File: src/rtl/pipelined_adder.sv
// Ripple-carry adder cut into WIDTH/SEG registered segments with valid/ready flow control.
// Every stage holds together on an output stall, so no internal skid buffering is needed.
module pipelined_adder #(
  parameter int WIDTH = 16,
  parameter int SEG   = 4,
  parameter int SAT   = 0
) (
  input  logic             clk,
  input  logic             rst,
  input  logic             in_valid,
  output logic             in_ready,
  input  logic [WIDTH-1:0] a,
  input  logic [WIDTH-1:0] b,
  input  logic             cin,
  output logic             out_valid,
  input  logic             out_ready,
  output logic [WIDTH-1:0] sum,
  output logic             cout,
  output logic             ovf,
  output logic             busy
);

  localparam int STAGES = WIDTH / SEG;

  logic [STAGES-1:0] v_all;
  logic [STAGES-1:0] c_all;
  logic [WIDTH-1:0]  a_all [STAGES];
  logic [WIDTH-1:0]  b_all [STAGES];
  logic [WIDTH-1:0]  s_all [STAGES];
  logic              advance;

  // The whole pipe moves as one; a stall freezes every stage at once.
  assign advance   = !(out_valid && !out_ready);
  assign in_ready  = advance;
  assign out_valid = v_all[STAGES-1];
  assign busy      = |v_all;

  for (genvar k = 0; k < STAGES; k++) begin : g_stage
    logic [WIDTH-1:0] a_in, b_in, s_in, s_next;
    logic             c_in, v_in;
    logic [SEG:0]     seg_sum;
    logic [WIDTH-1:0] a_r, b_r, s_r;
    logic             c_r, v_r;

    if (k == 0) begin : g_first
      assign a_in = a;
      assign b_in = b;
      assign s_in = '0;
      assign c_in = cin;
      assign v_in = in_valid;
    end else begin : g_next
      assign a_in = a_all[k-1];
      assign b_in = b_all[k-1];
      assign s_in = s_all[k-1];
      assign c_in = c_all[k-1];
      assign v_in = v_all[k-1];
    end

    assign seg_sum = {1'b0, a_in[k*SEG +: SEG]} + {1'b0, b_in[k*SEG +: SEG]}
                   + {{SEG{1'b0}}, c_in};

    always_comb begin
      s_next                = s_in;
      s_next[k*SEG +: SEG]  = seg_sum[SEG-1:0];
    end

    // NOTE: data registers are reset along with valid so sum/cout/ovf read 0 during reset.
    always_ff @(posedge clk or posedge rst) begin
      if (rst) begin
        v_r <= 1'b0;
        c_r <= 1'b0;
        a_r <= '0;
        b_r <= '0;
        s_r <= '0;
      end else if (advance) begin
        v_r <= v_in;
        c_r <= seg_sum[SEG];
        a_r <= a_in;
        b_r <= b_in;
        s_r <= s_next;
      end
    end

    assign v_all[k] = v_r;
    assign c_all[k] = c_r;
    assign a_all[k] = a_r;
    assign b_all[k] = b_r;
    assign s_all[k] = s_r;
  end

  logic [WIDTH-1:0] raw_sum;
  logic             a_msb, b_msb;
  logic             unused_ops;

  assign raw_sum    = s_all[STAGES-1];
  assign a_msb      = a_all[STAGES-1][WIDTH-1];
  assign b_msb      = b_all[STAGES-1][WIDTH-1];
  // Only the operand sign bits matter past the last stage; the rest is left for synthesis to prune.
  assign unused_ops = ^{a_all[STAGES-1][WIDTH-2:0], b_all[STAGES-1][WIDTH-2:0]};

  assign cout = c_all[STAGES-1];
  assign ovf  = (a_msb == b_msb) && (raw_sum[WIDTH-1] != a_msb);
  assign sum  = ((SAT != 0) && cout) ? '1 : raw_sum;

endmodule

File: config.mk
export PLATFORM = sky130hd
export DESIGN_NAME = pipelined_adder
export DESIGN_NICKNAME = d
export VERILOG_FILES = /design/src/rtl/pipelined_adder.sv
export SDC_FILE = /design/constraint.sdc
export NUM_CORES = 1
export LEC_CHECK = 0
export ABC_CLOCK_PERIOD_IN_PS = 4550
export BUFFER_PORTS_ARGS = -buffer_cell sky130_fd_sc_hd__clkbuf_2
export CORE_ASPECT_RATIO = 1.2
export CORE_MARGIN = 2
export CORE_UTILIZATION = 55
export DETAILED_ROUTE_END_ITERATION = 10
export HOLD_SLACK_MARGIN = 0.02
export PLACE_DENSITY = 0.77
export SLEW_MARGIN = 40
export SYNTH_ARGS = -nofsm -noshare
export SYNTH_HDL_FRONTEND = slang
export SYNTH_SLANG_ARGS = --single-unit
File: constraint.sdc
create_clock -name clk -period 4.55 [get_ports clk]
set_input_delay 0.455 -clock clk [delete_from_list [all_inputs] [get_ports clk]]
set_output_delay 0.455 -clock clk [all_outputs]
set_load 0.01 [all_outputs]
==> Word level (Yosys, flattened, before mapping) <==
Cells that the tools add are included.
{ "op_classes": {"reduce_logical": 5, "n_eq_ne": 2, "addsub": 8} }
{ "op_table": {"columns": ["operator", "count"], "rows": [
  ["$add 4x4->5", 4],
  ["$add 5x1->5", 4],
  ["$reduce_or 4->1", 1],
  ["$logic_and 1x1->1", 2],
  ["$logic_not 1->1", 2],
  ["$eq 1x1->1", 1],
  ["$ne 1x1->1", 1]
]} }
{ "totals": {"wordCells": 35, "in_bits": 37, "regBits": 176} }

==> Longest topological paths before layout <==
{ "depth": {"word_depth": 3, "mapped_depth": 6} }

==> Worst setup path after synthesis <==
No wires, ideal clock.
{ "synth_path": {"path_type": "flip-flop to flip-flop", "start": "register g_stage[2].a_r[12]", "end": "register g_stage[3].c_r, in the netlist cout", "t_arrival_ns": 1.577, "t_required_ns": 4.422, "setup_slack_ns": 2.844, "n_path_buf": 0, "path_stages_with_launch": 6, "cell_sequence": "dfrtp_1 > fa_1 > fa_1 > a21o_1 > a21oi_1 > a21oi_1"} }
{ "synth_between": {"elab_chain_len": 2} }
{ "synth_lines": {"columns": ["item", "line_no", "source"], "rows": [
  ["start, declared", "42", "logic [WIDTH-1:0] a_r, b_r, s_r;"],
  ["start signal, assigned", "78", "a_r <= a_in;"],
  ["$add 4x4->5", "59", "assign seg_sum = {1'b0, a_in[k*SEG +: SEG]} + {1'b0, b_in[k*SEG +: SEG]}"],
  ["$add 5x1->5", "60", "+ {{SEG{1'b0}}, c_in};"],
  ["end signal, assigned", "77", "c_r <= seg_sum[SEG];"],
  ["end, declared", "43", "logic c_r, v_r;"]
]} }
Every way passes these cells.
A chain may end at the register's enable or synchronous reset.

==> Worst setup path after layout <==
{ "layout_path": {"start": "register g_stage[3].v_r, in the netlist out_valid", "end": "output in_ready"} }
{ "layout_between": {"elab_chain_len": 2} }
{ "layout_lines": {"columns": ["item", "line_no", "source"], "rows": [
  ["start, declared", "43", null],
  ["start signal, assigned", "76", "v_r <= v_in;"],
  ["$logic_and 1x1->1", "33", "assign advance = !(out_valid && !out_ready);"],
  ["$logic_not 1->1", "33", null],
  ["end, declared", "11", "output logic in_ready,"]
]} }
Every way passes these cells.

==> impl_metrics.ini <==
[timing]
layout_min_cycle_time_ps = 2210
fmax_mhz = 452
rsz0062_at_grt = false
finClkSkew_ps = 13.4
drv_slew = 0
setup_tns_ps = 0
timing.final.crit_share = 0.487
hold_violations = 0
maxSlewHeadroom = 0.542
holdWs_ps = 143
final.setup.worst_slack_ps = 2340
setup_viol = 0
tightest_slew_ps = 686

[power]
total_power_mw = 3.07
p_switching_mw = 1.12
ir_worst_vdd_v = 0.000593
power_frac_comb = 0.345
pwr-share-clk = 0.178
swShare = 0.364
seqPwrFrac = 0.477
leakagePower_nw = 2.59
internal_power_mw = 1.95
power_density_nw_per_um2 = 653

[clock_network]
cts.sinks = 98
ctsHtreeMaxLevel = 3
postCtsSetupBuffers = 0
clockRootBuffer = clkbuf_8
clk_pin_slew_ps = 90
cts_tree = done
cts_buffer_depth = 2
postCtsResizedCells = 0
numCtsBuffers = 9
clkLatencyLatePin_ps = 350
ctsHoldBuffers = 0

[detailed_routing]
drtIter0Drc = 192
routedWlPerCell_um = 11.7
post_drt_via_cell_ratio = 4.93
dr.pass1.iters = 6
ant_nets = 0
wl_mm = 7.04
vias = 2970
route.detailed.drc = 0

[critical_path]
cp_num_buf_inv = 2
slowest_stage = clkinv_2
r2r_end = g_stage[1].s_r[5]
cp_data_arrival_time_ps = 1760
endpoint_kind = output port
cp_slowest_stage_delay_ps = 540
critPathKind = reg -> out
ff2ff_setup_slack_ps = 2560
crit_fanout = 56
critPathTopFamily = buffers and inverters
reg2regPathDepth = 5
critPathLaunchType = flop
path_cells = nor2b_4 -> clkinv_2 -> clkbuf_2
rr_startpoint = out_valid
crit_required_ps = 4090

[place]
port_buffers = 57
place_inst = 587
placed_area_um2 = 4500
gp_congestion = 0.755
dp_slack_ps = 2380
dp_hpwl_mm = 4.72

[synthesis]
synth-seq-cells = 98
synthFlopType = dfrtp_1
ys_async_sr_fraction = 1.00
postSynthAreaPerCell_um2 = 9.17
ys_types = 25
ys.warnings.count = 0
syn-cell-area_um2 = 4200
synthesis.nets = 515
synth_edf_count = 0
synthCells = 458
ys_seq_area_frac = 0.584

[grt]
antenna_found_initial = 0
grt_util_all_layers = 0.186
grt_pass1_wl_mm = 12.8
overflow = 0
grt_pass1_vias = 2998
grt_max_degree = 93

[final_layout]
fin_nets = 565
final_common_cell = nand2_1
drive_gt1_frac = 0.154
final_util = 0.642
antenna_cells = 0
instances_no_fill = 602
area.growth.synth_to_final_pct = 12.0
final_cell_area_um2 = 4700
final_cell_mix = 241 x nand2_1, 98 x dfrtp_1, 57 x clkbuf_2
fillerInstances = 636

[floorplanning]
die_x_um = 83.8
die-area_um2 = 8350
initial_core_util = 0.574
io_pins = 58
coreArea_um2 = 7320
die_h_um = 99.7
rows = 34

[flow_run]
max-cap-violations = 0

[run_status]
status = complete, no violations

[hold_path]
hold_path_class = in -> async
final cells by class:
| class | count | area (um^2) | area share |
|---|---|---|---|
| inverters | 16 | 63.8 | 0.0136 |
| clock inverters | 5 | 53.8 | 0.0114 |
| well taps | 90 | 113 | 0.0240 |
| repair buffers | 60 | 312 | 0.0663 |
| multi-input cells | 323 | 1570 | 0.334 |
| flip-flops and latches | 98 | 2450 | 0.522 |
| clock buffers | 10 | 138 | 0.0293 |
power by group through the flow:
stage | Combinational, mW | Sequential (mW) | Clock (mW)
after floorplan | 0.785 | 1.47 | 0
after global placement | 1.02 | 1.47 | 0
after detailed placement | 1.08 | 1.48 | 0
after CTS | 1.08 | 1.47 | 0.556
after global routing | 1.26 | 1.52 | 0.589
final | 1.06 | 1.46 | 0.546
metal layers:
metal | GRT usage | up-vias | wire length [um]
li1 | - | 1504 | -
met1 | 0.239 | 1395 | 3300
met2 | 0.322 | 57 | 3370
met3 | 0.0274 | 14 | 240
met4 | 0.0682 | 0 | 126
met5 | 0 | - | 0
registers in the layout, indices dropped and copies added, names as in the netlist:
register / cells
cout: 1
g_stage.a_r: 25
g_stage.b_r: 25
g_stage.c_r: 3
g_stage.s_r: 24
g_stage.v_r: 3
out_valid: 1
sum: 16
logic make-up (layout without fill, tap and decap cells):
logic type               after synthesis  after routing  synth area share
AND/OR/NAND/NOR                      260            260             0.239
adder cells (fa/ha/maj)               20             20            0.0739
flip-flops                            98             98             0.584
AO/OA/AOI/OAI                         39             39            0.0525
buffers and inverters                 37             91            0.0420
XOR/XNOR                               4              4           0.00835
cells in the mapped netlist (3+ instances only):
cell     count  area share
nand2_1    241        0.22
dfrtp_1     98        0.58
o21ai_0     17       0.020
buf_2       15       0.018
inv_1       15       0.013
ha_1        12       0.036
a21oi_1     11       0.013
nor2_1      11      0.0098
fa_1         8       0.038
a21o_1       4      0.0072
nor2b_1      4      0.0060
buf_4        3      0.0054
o21ai_1      3      0.0036
xor2_1       3      0.0063
worst max-delay path by stage:
stage / from / endpoint / depth (start not counted) / slack, ps
after floorplan: rst / cout / 1 / 1530
after global placement: out_ready / g_stage[1].s_r[6] / 6 / 2420
after detailed placement: out_ready / g_stage[1].s_r[6] / 6 / 2380
after CTS: out_valid / in_ready / 3 / 2300
after global routing: out_valid / in_ready / 3 / 2210
final: out_valid / in_ready / 3 / 2340
(Power assumes the default switching activity.)
